### src/rtl/bp_update_scheduler_pkg.sv
// Shared types for the branch-predictor update scheduler: the queued update record
// and the table-port selector.
package bp_update_scheduler_pkg;

  localparam int BP_DEPTH = 4;
  localparam int BP_GHR_W = 8;
  localparam int BP_IDX_W = 8;

  typedef logic [31:0] rv32i_word;

  typedef struct packed {
    rv32i_word             pc;
    logic                  taken;
    logic                  local_pred;
    logic                  global_pred;
    logic [BP_GHR_W-1:0]   ghr;
  } bp_update_t;

  typedef enum logic [1:0] {
    PORT_IDLE   = 2'd0,
    PORT_LOOKUP = 2'd1,
    PORT_DRAIN  = 2'd2
  } port_sel_e;

endpackage

### src/rtl/bp_update_fifo.sv
// Synchronous FIFO of resolved-branch updates; head entry is read combinationally.
module bp_update_fifo
  import bp_update_scheduler_pkg::*;
#(
  parameter int DEPTH = BP_DEPTH
) (
  input  logic       clk,
  input  logic       rst,
  input  logic       push,
  input  bp_update_t din,
  input  logic       pop,
  output bp_update_t dout,
  output logic       full,
  output logic       empty
);

  localparam int AW = $clog2(DEPTH);

  logic [AW:0] wr_ptr_q, wr_ptr_d;
  logic [AW:0] rd_ptr_q, rd_ptr_d;
  bp_update_t  mem_q [DEPTH];
  bp_update_t  mem_d [DEPTH];
  logic        do_push, do_pop;

  // Extra pointer MSB distinguishes full from empty when the low bits match.
  always_comb begin
    full     = (wr_ptr_q[AW] != rd_ptr_q[AW]) && (wr_ptr_q[AW-1:0] == rd_ptr_q[AW-1:0]);
    empty    = (wr_ptr_q == rd_ptr_q);
    do_push  = push & ~full;
    do_pop   = pop & ~empty;
    mem_d    = mem_q;
    wr_ptr_d = wr_ptr_q;
    rd_ptr_d = rd_ptr_q;
    if (do_push) begin
      mem_d[wr_ptr_q[AW-1:0]] = din;
      wr_ptr_d = wr_ptr_q + (AW+1)'(1);
    end
    if (do_pop) begin
      rd_ptr_d = rd_ptr_q + (AW+1)'(1);
    end
  end

  assign dout = mem_q[rd_ptr_q[AW-1:0]];

  always_ff @(posedge clk) begin
    if (rst) begin
      wr_ptr_q <= '0;
      rd_ptr_q <= '0;
    end else begin
      wr_ptr_q <= wr_ptr_d;
      rd_ptr_q <= rd_ptr_d;
    end
    mem_q <= mem_d;
  end

endmodule

### src/rtl/bp_update_scheduler.sv
// Arbitrates the single-port predictor tables between fetch lookups and queued
// resolution updates, and owns the speculative global history register.
module bp_update_scheduler
  import bp_update_scheduler_pkg::*;
#(
  parameter int DEPTH = BP_DEPTH,
  parameter int GHR_W = BP_GHR_W,
  parameter int IDX_W = BP_IDX_W
) (
  input  logic             clk,
  input  logic             rst,
  input  logic             lookup_req,
  input  logic [31:0]      lookup_pc,
  output logic             lookup_grant,
  input  logic             spec_valid,
  input  logic             spec_taken,
  input  logic             res_valid,
  output logic             res_ready,
  input  logic [31:0]      res_pc,
  input  logic             res_taken,
  input  logic             res_local_pred,
  input  logic             res_global_pred,
  input  logic [GHR_W-1:0] res_ghr,
  input  logic             res_mispredict,
  output logic [GHR_W-1:0] ghr,
  output logic             tbl_en,
  output logic             tbl_we,
  output logic [IDX_W-1:0] tbl_laddr,
  output logic [IDX_W-1:0] tbl_gaddr,
  output logic             tbl_taken,
  output logic             tbl_local_ok,
  output logic             tbl_global_ok
);

  // Handshake: an update transfers on a rising edge where res_valid & res_ready;
  // upstream holds every res_* input stable while res_ready is low.

  logic [GHR_W-1:0] ghr_q, ghr_d;
  bp_update_t       push_entry, head;
  logic             fifo_full, fifo_empty, push, pop;
  port_sel_e        port_sel;

  bp_update_fifo #(.DEPTH(DEPTH)) u_fifo (
    .clk   (clk),
    .rst   (rst),
    .push  (push),
    .din   (push_entry),
    .pop   (pop),
    .dout  (head),
    .full  (fifo_full),
    .empty (fifo_empty)
  );

  always_comb begin
    push_entry = '{pc: res_pc, taken: res_taken, local_pred: res_local_pred,
                   global_pred: res_global_pred, ghr: res_ghr};

    // A full queue stalls fetch so resolved updates cannot back up into EX.
    port_sel = PORT_IDLE;
    if (!rst) begin
      if (fifo_full)        port_sel = PORT_DRAIN;
      else if (lookup_req)  port_sel = PORT_LOOKUP;
      else if (!fifo_empty) port_sel = PORT_DRAIN;
    end

    res_ready     = ~rst & ~fifo_full;
    push          = res_valid & res_ready;
    pop           = (port_sel == PORT_DRAIN);
    lookup_grant  = (port_sel == PORT_LOOKUP);
    tbl_en        = (port_sel != PORT_IDLE);
    tbl_we        = pop;
    tbl_laddr     = '0;
    tbl_gaddr     = '0;
    tbl_taken     = 1'b0;
    tbl_local_ok  = 1'b0;
    tbl_global_ok = 1'b0;

    case (port_sel)
      PORT_LOOKUP: begin
        tbl_laddr = lookup_pc[IDX_W+1:2];
        tbl_gaddr = lookup_pc[IDX_W+1:2] ^ IDX_W'(ghr_q);
      end
      PORT_DRAIN: begin
        tbl_laddr     = head.pc[IDX_W+1:2];
        tbl_gaddr     = head.pc[IDX_W+1:2] ^ IDX_W'(head.ghr);
        tbl_taken     = head.taken;
        tbl_local_ok  = (head.local_pred == head.taken);
        tbl_global_ok = (head.global_pred == head.taken);
      end
      default: ;
    endcase

    // Repair from the mispredicted branch's snapshot beats this cycle's speculation.
    ghr_d = ghr_q;
    if (push && res_mispredict) ghr_d = {res_ghr[GHR_W-2:0], res_taken};
    else if (spec_valid)        ghr_d = {ghr_q[GHR_W-2:0], spec_taken};
  end

  assign ghr = ghr_q;

  always_ff @(posedge clk) begin
    if (rst) ghr_q <= '0;
    else     ghr_q <= ghr_d;
  end

endmodule

### config.mk
export PLATFORM = sky130hd
export DESIGN_NAME = bp_update_scheduler
export DESIGN_NICKNAME = d
export VERILOG_FILES = /design/src/rtl/bp_update_scheduler_pkg.sv /design/src/rtl/bp_update_fifo.sv /design/src/rtl/bp_update_scheduler.sv
export SDC_FILE = /design/constraint.sdc
export NUM_CORES = 1
export LEC_CHECK = 0
export CAP_MARGIN = 20
export CORE_UTILIZATION = 44
export CTS_CLUSTER_DIAMETER = 30
export DETAILED_ROUTE_END_ITERATION = 12
export PLACE_DENSITY = 0.77
export SKIP_LAST_GASP = 1
export SYNTH_ARGS = -nofsm -noshare
export SYNTH_HDL_FRONTEND = slang
export SYNTH_SLANG_ARGS = --single-unit
export TNS_END_PERCENT = 50
### constraint.sdc
create_clock -name clk -period 3.2 [get_ports clk]
set_clock_uncertainty 0.2 [all_clocks]
set_input_delay 0.8 -clock clk [delete_from_list [all_inputs] [get_ports clk]]
set_output_delay 0.8 -clock clk [all_outputs]
set_load 0.005 [all_outputs]
==> results.sh <==
export IMPL_ios=113
export IMPL_initialDrtViolationCount=136
export IMPL_crit_type="input port to output pin"
export IMPL_drtPass1Iterations=5
export IMPL_place_area_um2=5290
export IMPL_die_x_um=100
export IMPL_timing_hold_ws_ns=0.431
export IMPL_grt_max_degree=46
export IMPL_overflow=0
export IMPL_final_area_um2=5630
export IMPL_synthesis_area_um2=4230
export IMPL_ys_types=36
export IMPL_syn_inst=299
export IMPL_antenna_found_initial=0
export IMPL_worstSetupEndpointType="output pin"
export IMPL_cpMostUsedCell="buf_6"
export IMPL_seqPwrFrac_pct=53.1
export IMPL_max_stage_delay_ns=0.34
export IMPL_crit_family="buffers and inverters"
export IMPL_clockPowerShare_pct=30.5
export IMPL_switching_share_pct=24.8
export IMPL_setup_slack_ns=-0.298
export IMPL_hold_buffers=0
export IMPL_regArea_um2=2570
export IMPL_nNetsFinal=484
export IMPL_start_util_pct=45.6
export IMPL_pre_cts_ws_ns=-0.890
export IMPL_drv_cap=0
export IMPL_areaGrowthSynthToFinish_pct=33.0
export IMPL_rsz0062_at_grt="yes"
export IMPL_die_h_um=100
export IMPL_drt_vias_per_instance=5.25
export IMPL_wl_mm=9.68
export IMPL_period_minus_slack_ns=3.50
export IMPL_drive_gt1_share_pct=29.9
export IMPL_dp_hpwl_mm=6.60
export IMPL_start_kind="input port"
export IMPL_crit_chain="dlygate4sd2_1 > buf_6 > a211o_1 > ha_4 > and3_4 > buf_6 > o211ai_1 > nand3_1 > buf_2"
export IMPL_status="finished with violations"
export IMPL_synth_seq_area_share_pct=60.6
export IMPL_tns_ns=-4.60
export IMPL_via_count=2769
export IMPL_drv_slew=0
export IMPL_core_um2=9280
export IMPL_grt_usage_pct=21.0
export IMPL_dieArea_um2=10000
export IMPL_clk_pin_slew_ns=0.09
export IMPL_post_place_cells=508
export IMPL_yosysWarnings=0
export IMPL_intPower_mw=1.90
export IMPL_avgSynthCellArea_um2=14.1
export IMPL_worstPathRequired_ns=2.20
export IMPL_hold_viol=0
export IMPL_portBuffers=64
export IMPL_p_leak_nw=2.03
export IMPL_clk_latency_ns=0.35
export IMPL_switchingPower_uw=627
export IMPL_numClockSinks=90
export IMPL_powerDensity_nw_per_um2=449
export IMPL_cts_max_level=3
export IMPL_max_clock_freq_mhz=286
export IMPL_ir_drop_uv=375
export IMPL_rows=35
export IMPL_hold_class="flop to flop"
export IMPL_cts_tree="done"
export IMPL_routedWlPerCell_um=18.4
export IMPL_fin_crit_sh_pct=109
export IMPL_fillers=749
export IMPL_cp_arrival_ns=2.50
export IMPL_ant_nets=0
export IMPL_utilization_pct=60.6
export IMPL_yosys_top_cells_area="edfxtp_1 54%, dfxtp_1 6.6%, mux4_2 5.9%, xor2_1 5.6%, xnor2_1 4.1%"
export IMPL_grt_pass1_wl_mm=15.4
export IMPL_crit_path_top_delay_cell="a211o_1"
export IMPL_ys_seq_elements=90
export IMPL_yosys_area_top_type_share_pct=53.9
export IMPL_antenna_cells=0
export IMPL_total_power_mw=2.53
export IMPL_violations="setup timing"
export IMPL_gp_congestion=0.797
export IMPL_syn_nets=390
export IMPL_cts_root_buf="clkbuf_8"
export IMPL_tightest_slew_ns=0.814
export IMPL_synth_top_cell_by_area="edfxtp_1"
export IMPL_clockBufferDepth=2
export IMPL_drc=0
export IMPL_grt_pass1_vias=2850
export IMPL_relSlewSlack_pct=45.6
export IMPL_critPathMaxFanout=8
export IMPL_path_buf_inv=4
export IMPL_setup_violations=21
export IMPL_multi_input_area_um2=1780
export IMPL_power_frac_comb_pct=16.4
export IMPL_cts_inserted_buffers=9
export IMPL_finalNonFillerCells=527
-- repair_timing --
item,in CTS,in global routing
setup endpoints to repair,22,22
pin swaps,13,1
resized for setup,90,13
buffers inserted,4,0
-- final timing paths --
kind | slack [ns] | start | depth (start not counted) | end
worst min register to register | 0.43 | ghr[4] | 2 | ghr[4]
worst max register to register | 0.95 | u_fifo.rd_ptr_q[1] | 9 | u_fifo.rd_ptr_q[1]
worst min-delay path | 0.43 | ghr[4] | 2 | ghr[4]
worst max-delay path | -0.30 | lookup_req | 9 | tbl_gaddr[6]
-- cells in the mapped netlist --
master,count
edfxtp_1,76
xor2_1,27
nand2_1,25
xnor2_1,20
nor2_1,17
o211ai_1,16
dfxtp_1,14
mux4_2,11
mux2i_1,10
ha_1,9
a22oi_1,8
nand3_1,8
nor2b_1,8
a211oi_1,7
clkbuf_1,7
and2_1,4
buf_1,4
inv_1,4
nor3b_1,4
a211oi_2,2
buf_4,2
xor2_2,2
a211o_1,1
a21oi_1,1
and3_1,1
buf_2,1
buf_6,1
nor3_1,1
o21ai_0,1
o311ai_0,1
o311ai_4,1
o31ai_1,1
o31ai_4,1
or2_2,1
or3_1,1
or3b_1,1
-- power groups by stage --
stage | clock (mW) | sequential (mW) | combinational [mW]
final | 0.771 | 1.34 | 0.415
after CTS | 0.789 | 1.34 | 0.408
after detailed placement | 0 | 1.37 | 0.385
after floorplan | 0 | 1.36 | 0.184
after global placement | 0 | 1.36 | 0.376
after global routing | 0.835 | 1.34 | 0.448
-- sequential cells by signal, indices dropped and copies added, names as in the netlist --
| register | flops |
|---|---|
| u_fifo.rd_ptr_q | 3 |
| ghr | 8 |
| u_fifo.wr_ptr_q | 3 |
| u_fifo.mem_q | 76 |
-- logic make-up after synthesis --
group,after synthesis,synth area share (%)
AO/OA/AOI/OAI,40,8.05
XOR/XNOR,49,10.5
adder cells (fa/ha/maj),9,2.66
buffers and inverters,19,2.07
flip-flops,90,60.6
multiplexers,21,8.22
AND/OR/NAND/NOR,71,7.93
-- final cells by class --
cell class	instances	share of cell area [%]
multi-input combinational	190	31.6
inverter	4	0.267
sequential	90	45.8
clock buffer	9	2.20
tap	129	2.87
clock inverter	7	1.31
timing repair buffer	98	15.9
-- metal layers --
| metal | GRT usage (%) | up-vias | wire length (um) |
|---|---|---|---|
| li1 | - | 1297 | - |
| met4 | 6.02 | 0 | 118 |
| met2 | 37.0 | 80 | 5080 |
| met3 | 3.97 | 11 | 432 |
| met1 | 26.6 | 1381 | 4050 |
| met5 | 0 | - | 0 |
-- cells in the final DEF, fill, tap and decap left out, types with 3 or more instances in the layout --
cell type	instances
dfxtp_1	10
nor3b_2	4
buf_6	9
edfxtp_1	76
nand3_2	4
nor2b_1	5
inv_6	3
buf_2	11
inv_1	4
nand2_1	19
nand2_2	5
clkdlybuf4s50_1	45
a211oi_1	6
o211ai_1	16
a22oi_2	7
clkbuf_8	9
dlygate4sd2_1	6
nand3_1	4
mux2i_1	10
dfxtp_4	3
nor2_1	14
ha_1	6
buf_4	22
mux4_2	11
xnor2_1	19
a211oi_2	3
and2_1	3
xor2_1	27
-- worst min-delay path, cell delays in order (launching register included) --
cell	delay, ns
dfxtp_1	0.36
mux2i_1	0.14
a211oi_1	0.09
Power figures use the tool's default switching activity.
